**config.mk**
```make
export PLATFORM = sky130hd
export DESIGN_NAME = eic_arbiter
export DESIGN_NICKNAME = d
export VERILOG_FILES = /design/src/rtl/eic_arbiter_pkg.sv /design/src/rtl/eic_priority_encoder.sv /design/src/rtl/synchronizer.sv /design/src/rtl/eic_arbiter.sv
export SDC_FILE = /design/constraint.sdc
export NUM_CORES = 1
export LEC_CHECK = 0
export CAP_MARGIN = 10
export CORE_AREA = 2 2 39 41
export DETAILED_ROUTE_END_ITERATION = 8
export DIE_AREA = 0 0 41 43
export PLACE_DENSITY = 0.73
export SKIP_LAST_GASP = 1
export SYNTH_ARGS = -nofsm -noshare
export SYNTH_HDL_FRONTEND = slang
export SYNTH_HIERARCHICAL = 1
export SYNTH_SLANG_ARGS = --single-unit
```
**constraint.sdc**
```tcl
create_clock -name Sys_Clock -period 4.04 [get_ports Sys_Clock]
set_input_delay 0.606 -clock Sys_Clock [delete_from_list [all_inputs] [get_ports Sys_Clock]]
set_output_delay 0.606 -clock Sys_Clock [all_outputs]
set_load 0.02 [all_outputs]
```
**src/rtl/eic_arbiter_pkg.sv**
```systemverilog
// Shared definitions for the external interrupt controller arbiter.
//   TRUE / FALSE   : single-bit logic constants
//   eic_state_e    : handshake FSM state encoding
//   eic_cnt_width  : counter width for the setup / recovery countdowns
package eic_arbiter_pkg;

  localparam logic TRUE  = 1'b1;
  localparam logic FALSE = 1'b0;

  typedef enum logic [1:0] {
    StIdle    = 2'd0,
    StSetup   = 2'd1,
    StReq     = 2'd2,
    StRecover = 2'd3
  } eic_state_e;

  // The counter is loaded with (cycles - 1), so $clog2 of the larger
  // cycle count is always wide enough.
  function automatic int unsigned eic_cnt_width(input int unsigned a, input int unsigned b);
    int unsigned m;
    m = (a > b) ? a : b;
    return ($clog2(m) < 1) ? 1 : $clog2(m);
  endfunction

endpackage

```
**src/rtl/eic_priority_encoder.sv**
```systemverilog
// Fixed-priority encoder: lowest set index wins.
//   i_eligible : candidate vector
//   o_index    : index of the lowest set bit (0 when none)
//   o_valid    : at least one bit set
module eic_priority_encoder
  import eic_arbiter_pkg::*;
#(
  parameter int unsigned NUM_SRC  = 2,
  parameter int unsigned ID_WIDTH = 1
) (
  input  logic [NUM_SRC-1:0]  i_eligible,
  output logic [ID_WIDTH-1:0] o_index,
  output logic                o_valid
);

  // Scan from the top down so the lowest set index is the last writer.
  always_comb begin
    o_index = '0;
    o_valid = FALSE;
    for (int i = int'(NUM_SRC) - 1; i >= 0; i--) begin
      if (i_eligible[i]) begin
        o_index = ID_WIDTH'(i);
        o_valid = TRUE;
      end
    end
  end

endmodule

```
**src/rtl/synchronizer.sv**
```systemverilog
// Two-flop synchronizer for a single asynchronous level.
//   i_clk   : destination clock
//   i_rst_n : asynchronous active-low reset, flops clear to 0
//   i_d     : asynchronous input
//   o_q     : synchronized output
module synchronizer (
  input  logic i_clk,
  input  logic i_rst_n,
  input  logic i_d,
  output logic o_q
);

  logic r_meta;
  logic r_sync;

  always_ff @(posedge i_clk or negedge i_rst_n) begin
    if (!i_rst_n) begin
      r_meta <= 1'b0;
      r_sync <= 1'b0;
    end else begin
      r_meta <= i_d;
      r_sync <= r_meta;
    end
  end

  assign o_q = r_sync;

endmodule

```
**src/rtl/eic_arbiter.sv**
```systemverilog
// External interrupt controller arbiter stage.
// Latches rising edges of the sources as pending bits, picks the lowest
// unmasked pending index and offers it to the core with a level request and
// toggle acknowledge. The ID is held stable SETUP_CYCLES before the request
// rises, and the request stays low at least LOW_CYCLES after an acknowledge.
// Constraints: 2**ID_WIDTH >= NUM_SRC, SETUP_CYCLES >= 2, LOW_CYCLES >= 3.
//   Sys_Clock   : clock
//   Sys_Reset   : asynchronous active-low reset
//   Src_IntReq  : interrupt sources, rising edge raises an event
//   Src_IntMask : 1 = excluded from arbitration (still latched as pending)
//   EIC_IntAck  : toggle acknowledge from the core domain (asynchronous)
//   EIC_IntReq  : request level to the core (flop output)
//   EIC_IntId   : requested interrupt ID (flop output)
//   EIC_Pending : pending-bit status
module eic_arbiter
  import eic_arbiter_pkg::*;
#(
  parameter int unsigned NUM_SRC      = 2,
  parameter int unsigned ID_WIDTH     = 1,
  parameter int unsigned SETUP_CYCLES = 2,
  parameter int unsigned LOW_CYCLES   = 3
) (
  input  logic                Sys_Clock,
  input  logic                Sys_Reset,
  input  logic [NUM_SRC-1:0]  Src_IntReq,
  input  logic [NUM_SRC-1:0]  Src_IntMask,
  input  logic                EIC_IntAck,
  output logic                EIC_IntReq,
  output logic [ID_WIDTH-1:0] EIC_IntId,
  output logic [NUM_SRC-1:0]  EIC_Pending
);

  localparam int unsigned CNT_W = eic_cnt_width(SETUP_CYCLES, LOW_CYCLES);
  localparam logic [CNT_W-1:0] SETUP_LOAD = CNT_W'(SETUP_CYCLES - 1);
  localparam logic [CNT_W-1:0] LOW_LOAD   = CNT_W'(LOW_CYCLES - 1);

  eic_state_e          r_state;
  logic [CNT_W-1:0]    r_cnt;
  logic [NUM_SRC-1:0]  r_src_last;
  logic [NUM_SRC-1:0]  r_pending;
  logic                r_ack_sync_last;
  logic                r_int_req;
  logic [ID_WIDTH-1:0] r_int_id;

  logic [NUM_SRC-1:0]  w_rise;
  logic [NUM_SRC-1:0]  w_eligible;
  logic [NUM_SRC-1:0]  w_clr;
  logic [ID_WIDTH-1:0] w_sel_id;
  logic                w_sel_valid;
  logic                w_ack_sync;
  logic                w_ack_evt;

  synchronizer u_ack_sync (
    .i_clk   (Sys_Clock),
    .i_rst_n (Sys_Reset),
    .i_d     (EIC_IntAck),
    .o_q     (w_ack_sync)
  );

  eic_priority_encoder #(
    .NUM_SRC  (NUM_SRC),
    .ID_WIDTH (ID_WIDTH)
  ) u_prio (
    .i_eligible (w_eligible),
    .o_index    (w_sel_id),
    .o_valid    (w_sel_valid)
  );

  assign w_rise     = Src_IntReq & ~r_src_last;
  assign w_eligible = r_pending & ~Src_IntMask;
  assign w_ack_evt  = w_ack_sync ^ r_ack_sync_last;

  // Only an acknowledge taken in StReq retires the committed ID.
  always_comb begin
    w_clr = '0;
    if (r_state == StReq && w_ack_evt) begin
      w_clr[r_int_id] = TRUE;
    end
  end

  // Set has priority over clear so an edge coincident with the ack survives.
  always_ff @(posedge Sys_Clock or negedge Sys_Reset) begin
    if (!Sys_Reset) begin
      r_src_last <= '0;
      r_pending  <= '0;
    end else begin
      r_src_last <= Src_IntReq;
      r_pending  <= (r_pending & ~w_clr) | w_rise;
    end
  end

  // Handshake FSM. The ID is latched on leaving StIdle and frozen until the
  // next StIdle, so later mask changes or arrivals cannot disturb it.
  always_ff @(posedge Sys_Clock or negedge Sys_Reset) begin
    if (!Sys_Reset) begin
      r_state         <= StIdle;
      r_cnt           <= '0;
      r_int_req       <= FALSE;
      r_int_id        <= '0;
      r_ack_sync_last <= FALSE;
    end else begin
      // Acks seen outside StReq are absorbed here and otherwise ignored.
      r_ack_sync_last <= w_ack_sync;
      unique case (r_state)
        StIdle: begin
          if (w_sel_valid) begin
            r_int_id <= w_sel_id;
            r_cnt    <= SETUP_LOAD;
            r_state  <= StSetup;
          end
        end
        StSetup: begin
          if (r_cnt == '0) begin
            r_int_req <= TRUE;
            r_state   <= StReq;
          end else begin
            r_cnt <= r_cnt - CNT_W'(1);
          end
        end
        StReq: begin
          if (w_ack_evt) begin
            r_int_req <= FALSE;
            r_cnt     <= LOW_LOAD;
            r_state   <= StRecover;
          end
        end
        StRecover: begin
          if (r_cnt == '0) begin
            r_state <= StIdle;
          end else begin
            r_cnt <= r_cnt - CNT_W'(1);
          end
        end
        default: r_state <= StIdle;
      endcase
    end
  end

  assign EIC_IntReq  = r_int_req;
  assign EIC_IntId   = r_int_id;
  assign EIC_Pending = r_pending;

endmodule

```
==> flow_summary.yaml, run 1 <==
job:
  cap_violations: 0
drt:
  drcViolationCount: 0
  wl_per_cell_um: 12.67
  ant_nets: 0
  wl_um: 1052
  drtPass1Iterations: 2
  num_vias: 397
  initialDrtViolationCount: 1
  viasPerCell: 4.783
worst_setup_path:
  worstSetupStartpoint: "Src_IntMask[1]"
  critPathMostFrequentCell: "nor2b_1"
  crit_slowest_cell: "clkdlybuf4s50_1"
  crit_family: "simple AND/OR/NAND/NOR gates"
  path_depth: 6
  crit_buf_inv: 1
  critical-path-max-stage-delay_ns: 0.46
  critPathKind: "input pin to register"
  r2r_start: "r_state[1]$_DFFE_PN0P_"
  reg2reg_depth: 5
  cp-end-kind: "register"
  required_ns: 4.19
  crit_chain: "clkdlybuf4s50_1, nor2b_1, or2_1, nor2b_1, a211oi_2, mux2_1"
  r2r_setup_slack_ns: 2.26
  cp.arrival_ns: 2.03
  r2r-end: "r_cnt[1]$_DFFE_PN0P_"
  critPathMaxFanout: 3
  endpoint: "r_state[1]$_DFFE_PN0P_"
  startpoint_type: "input pin"
clock_network:
  htree_levels: 1
  cts_tree: "built"
  cts_setup_buffers: 0
  post_cts_resized: 0
  clk_path_buf_depth: 2
  postCtsHoldBufs: 0
  clk_pin_slew_worst_paths_ns: 0.08
  clock_latency_ns: 0.27
  clock-sinks: 13
  numCtsBuffers: 3
  root_buffer: "clkbuf_4"
layout:
  layout-drive-gt1-share_pct: 11.94
  syn_to_final_growth_pct: 22.94
  antenna_cells: 0
  fin_nets: 80
  fillers: 129
  layout.cells.non_filler: 83
timing:
  setup_viol: 0
  period_share_pct: 46.52
  period_minus_slack_ns: 1.880
  hold_viol_final: 0
  rsz0062_at_grt: "false"
  max_freq_mhz: 532.1
  tightestPinTransition_ns: 0.5511
  tns_ns: 0
  relSlewSlack_pct: 63.15
  skew_ns: 0.006852
  maxSlewViolCount: 0
global_routing:
  grt_pass1_vias: 425
  grt_max_degree: 14
  grt_pass1_wl_um: 1800
  antenna_found_initial: 0
  grt_overflow: 0
  track_usage_pct: 15.93
die:
  die_area_um2: 1763
  dieWidth_um: 41
  rows: 14
  coreArea_um2: 1384
  io_pins: 11
  start_util_pct: 46.11
  die_h_um: 43
placement:
  place_inst: 79
  portBuffers: 10
  gp_congestion: 0.7351
  post-dp-hpwl_um: 841.4
power:
  p_clk_share_pct: 12.8
  power_density_nw_per_um2: 756.5
  comb_power_share_pct: 52.8
  power.internal_w: 0.0003678
  p_sw_share_pct: 38.02
  switching_power_w: 0.0002256
  max-vdd-ir-drop_mv: 0.2724
  seqPwrFrac_pct: 34.3
  p_leak_nw: 0.3528
worst_hold_path:
  hp-class: "register to register"
synthesis:
  synth_nets: 65
  syn_inst: 53
  synth.cell_area_um2: 638.1
  synth_cell_type_count: 19
  syn_avg_cell_area_um2: 12.04
  ys_seq_area_share_pct: 50.98
  yosys_warnings: 6
  synth-seq-cells: 13
outcome:
  status: "finished, final reports clean"
## through the flow
step	area (um2)	power (W)	utilization (%)	hold slack [ns]	setup WS (ns)
after floorplan	638.1	0.0004257	-	0.3104	2.409
after global placement	758.2	0.0005088	54.79	0.3349	1.912
after detailed placement	758.2	0.0005210	54.79	0.3444	1.901
after CTS	784.5	0.0006003	56.69	0.3616	2.154
after global routing	784.5	0.0006525	56.69	0.3772	2.102
final	784.5	0.0005934	56.69	0.3580	2.160
## final cells by class
| type | count | area, um2 | area share [%] |
|---|---|---|---|
| multi-input combinational | 31 | 279.0 | 35.57 |
| sequential | 13 | 325.3 | 41.47 |
| timing repair buffer | 10 | 100.1 | 12.76 |
| tap | 16 | 20.02 | 2.552 |
| clock buffer | 4 | 26.28 | 3.349 |
| inverter | 9 | 33.78 | 4.306 |
## power by group through the flow
stage	registers, W	clock network (W)	logic [W]
global route	0.000209	0.0000899	0.000354
floorplan	0.000222	0	0.000203
global placement	0.000206	0	0.000303
CTS	0.000204	0.0000802	0.000316
detailed placement	0.000206	0	0.000315
finish	0.000204	0.0000762	0.000314
## sequential cells by signal, summed over array words and instances, names as in the netlist
signal             flops
u_ack_sync/o_q         1
EIC_IntReq             1
r_cnt                  2
r_ack_sync_last        1
EIC_IntId              1
r_src_last             2
r_state                2
u_ack_sync/r_meta      1
EIC_Pending            2
## worst min path at each step
stage	to	startpoint	depth (start not counted)	slack, ns
6_report	u_ack_sync/o_q$_DFF_PN0_	u_ack_sync/r_meta$_DFF_PN0_	0	0.36
3_5_place_dp	u_ack_sync/o_q$_DFF_PN0_	u_ack_sync/r_meta$_DFF_PN0_	0	0.34
3_3_place_gp	u_ack_sync/o_q$_DFF_PN0_	u_ack_sync/r_meta$_DFF_PN0_	0	0.33
2_1_floorplan	EIC_IntId$_DFFE_PN0P_	Sys_Reset	0	0.31
4_1_cts	u_ack_sync/o_q$_DFF_PN0_	u_ack_sync/r_meta$_DFF_PN0_	0	0.36
5_1_grt	u_ack_sync/o_q$_DFF_PN0_	u_ack_sync/r_meta$_DFF_PN0_	0	0.38
## metal layers
| layer | GRT usage [%] | up-vias | routed length, um |
|---|---|---|---|
| met5 | 0 | - | 0 |
| met4 | 10.00 | 0 | 15 |
| met3 | 4.712 | 2 | 37 |
| met2 | 24.06 | 8 | 499 |
| met1 | 18.71 | 179 | 500 |
| li1 | - | 208 | - |
## worst register-to-register path: stages (launching register included)
cell and delay [ns]:
dfrtp_1 0.39, inv_1 0.09, ha_1 0.21, or2_2 0.33, a221oi_2 0.31, mux2_1 0.35
## logic make-up (layout without fill, tap and decap cells)
group	after synthesis	after routing	share of synthesized area (%)
compound gates	13	13	16.47
xor+xnor	1	1	2.550
fa+ha+maj	5	5	9.804
buf+inv	9	23	5.294
flops	13	13	50.98
mux	5	5	8.431
simple gates	7	7	6.471
## cells in the mapped netlist
cell	number	area share [%]
o32a_1	1	1.6
nor2b_1	4	3.9
o2bb2ai_1	2	2.7
ha_1	5	9.8
xnor2_2	1	2.5
mux2_1	3	5.3
o31ai_1	2	2.4
nand2_1	1	0.59
o21ba_2	1	1.6
inv_1	9	5.3
a21oi_1	1	0.78
o21ai_0	1	0.78
mux2i_1	2	3.1
dfrtp_1	13	51
a221oi_2	1	2.4
or2_1	1	0.98
o21ai_1	3	2.4
a211oi_2	1	2.0
or2_2	1	0.98
## placed cells by master, fill, tap and decap left out, types with 2 or more instances in the layout
master	synthesis	routed
dfrtp_1	13	13
clkdlybuf4s50_1	0	10
inv_1	9	9
ha_1	5	5
nor2b_1	4	4
o21ai_1	3	3
mux2_1	3	3
clkbuf_4	0	3
o31ai_1	2	2
o2bb2ai_1	2	2
mux2i_1	2	2
Power figures use the tool's default switching activity.
==> inputs of run 2 (changes only) <==
--- a/config.mk
+++ b/config.mk
@@ -6,10 +6,10 @@
 export NUM_CORES = 1
 export LEC_CHECK = 0
 export CAP_MARGIN = 10
-export CORE_AREA = 2 2 39 41
+export CORE_MARGIN = 2
+export CORE_UTILIZATION = 49
 export DETAILED_ROUTE_END_ITERATION = 8
-export DIE_AREA = 0 0 41 43
-export PLACE_DENSITY = 0.73
+export PLACE_DENSITY = 0.75
 export SKIP_LAST_GASP = 1
 export SYNTH_ARGS = -nofsm -noshare
 export SYNTH_HDL_FRONTEND = slang
==> constraint.sdc (replaced) <==
create_clock -name Sys_Clock -period 1.8 [get_ports Sys_Clock]
set_input_delay 0.27 -clock Sys_Clock [delete_from_list [all_inputs] [get_ports Sys_Clock]]
set_output_delay 0.27 -clock Sys_Clock [all_outputs]
set_load 0.02 [all_outputs]
==> run 2 against run 1 <==
  * Highest routed layer unchanged
  * Flip-flop and latch count stayed put
  * Worst hold slack got worse by 0.023 ns
  * Clock skew hardly changed
==> flow_summary.yaml, run 2 (synthesis results as in run 1) <==
timing:
  hold_viol_final: 0
  max_freq_mhz: 577.6
  maxSlewViolCount: 0
  setup_viol: 0
  relSlewSlack_pct: 62.97
  tightestPinTransition_ns: 0.5538
  period_minus_slack_ns: 1.731
  whs_ns: 0.3352
  rsz0062_at_grt: "true"
  skew_ns: 0.007262
  period_share_pct: 96.18
global_routing:
  grt_pass1_wl_um: 1821
  track_usage_pct: 18.73
  grt_overflow: 0
  grt_pass1_vias: 437
  antenna_found_initial: 0
  grt_max_degree: 14
placement:
  portBuffers: 10
  gp_congestion: 0.7050
  post-dp-hpwl_um: 809.4
  place_inst: 79
worst_setup_path:
  cp.arrival_ns: 1.91
  required_ns: 1.98
  r2r_start: "r_state[0]$_DFFE_PN0P_"
  r2r_setup_slack_ns: 0.07
  critPathKind: "register to register"
  cp-end-kind: "register"
  r2r-end: "r_cnt[1]$_DFFE_PN0P_"
  critPathMaxFanout: 4
  startpoint_type: "register"
  reg2reg_depth: 4
power:
  max-vdd-ir-drop_mv: 0.7776
  power_density_nw_per_um2: 1779
  finalPower_w: 0.001454
  p_leak_nw: 0.3716
clock_network:
  clock_latency_ns: 0.29
  htree_levels: 1
  clk_path_buf_depth: 2
  clock-sinks: 13
  root_buffer: "clkbuf_4"
  cts_tree: "built"
  clk_pin_slew_worst_paths_ns: 0.09
  numCtsBuffers: 3
layout:
  final_util_pct: 65.23
  antenna_cells: 0
  layout-drive-gt1-share_pct: 18.84
  syn_to_final_growth_pct: 28.04
  final_common_cell: "dfrtp_1"
  layout.cells.non_filler: 84
  fin_nets: 82
  layout_common_cells: "dfrtp_1 (13), clkdlybuf4s50_1 (10), inv_1 (9)"
drt:
  ant_nets: 0
  initialDrtViolationCount: 11
  num_vias: 434
  wl_um: 1113
  viasPerCell: 5.167
  wl_per_cell_um: 13.25
  drcViolationCount: 0
  drtPass1Iterations: 4
die:
  start_util_pct: 50.95
  die_h_um: 40.09
  rows: 13
  coreArea_um2: 1252
  io_pins: 11
  die_area_um2: 1607
  dieWidth_um: 40.09
outcome:
  status: "finished, final reports clean"
worst_hold_path:
  hp-class: "input pin to asynchronous set/reset pin"
job:
  cap_violations: 0
## run 2: how the worst max path moves through the flow
stage                                start  cells after the start                      to
floorplan           r_state[1]$_DFFE_PN0P_                      5    r_cnt[1]$_DFFE_PN0P_
global placement            Src_IntMask[1]                      6  r_state[1]$_DFFE_PN0P_
detailed placement          Src_IntMask[1]                      6  r_state[1]$_DFFE_PN0P_
CTS                 r_state[1]$_DFFE_PN0P_                      5    r_cnt[1]$_DFFE_PN0P_
global route        r_state[1]$_DFFE_PN0P_                      5    r_cnt[1]$_DFFE_PN0P_
finish              r_state[0]$_DFFE_PN0P_                      4    r_cnt[1]$_DFFE_PN0P_
## run 2: worst max-delay path, cell delays in order (launching register included)
cell	delay [ns]
dfrtp_1	0.42
ha_1	0.23
or2_2	0.34
a221oi_4	0.30
mux2_4	0.33
## run 2: cell type report
type,count,area [um2]
flip-flops and latches,13,325.3
clock inverters,1,5.005
well taps,15,18.77
repair buffers,12,115.1
clock buffers,3,22.52
inverters,9,33.78
multi-input cells,31,296.5
fillers,101,435.4
## run 2: repair_timing
item,4_1_cts,5_1_grt
setup buffers,0,1
setup endpoints to repair,0,2
hold buffers,0,0
gates resized for setup,0,3
## run 2: stage by stage
stage | setup WS [ns] | setup TNS, ns | instance area (um2)
floorplan | 0.1692 | 0 | 638.1
global placement | 0.004143 | 0 | 764.5
detailed placement | -0.01849 | -0.03106 | 764.5
CTS | 0.06067 | 0 | 792.0
global route | -0.02632 | -0.02632 | 817.0
finish | 0.06884 | 0 | 817.0
## run 2: per-layer routing
layer | track usage, % | share of wire [%] | vias up
li1 | - | - | 214
met1 | 20.28 | 44 | 202
met2 | 29.03 | 47 | 13
met3 | 6.667 | 5.7 | 5
met4 | 15.52 | 3.7 | 0
met5 | 0 | 0 | -
## run 2: power breakdown
part	internal, W	switching [W]	leakage (nW)	total, W
sequential	0.000391	0.0000678	0.149	0.000459
clock	0.0000826	0.000104	0.0177	0.000186
combinational	0.000424	0.000385	0.205	0.000809
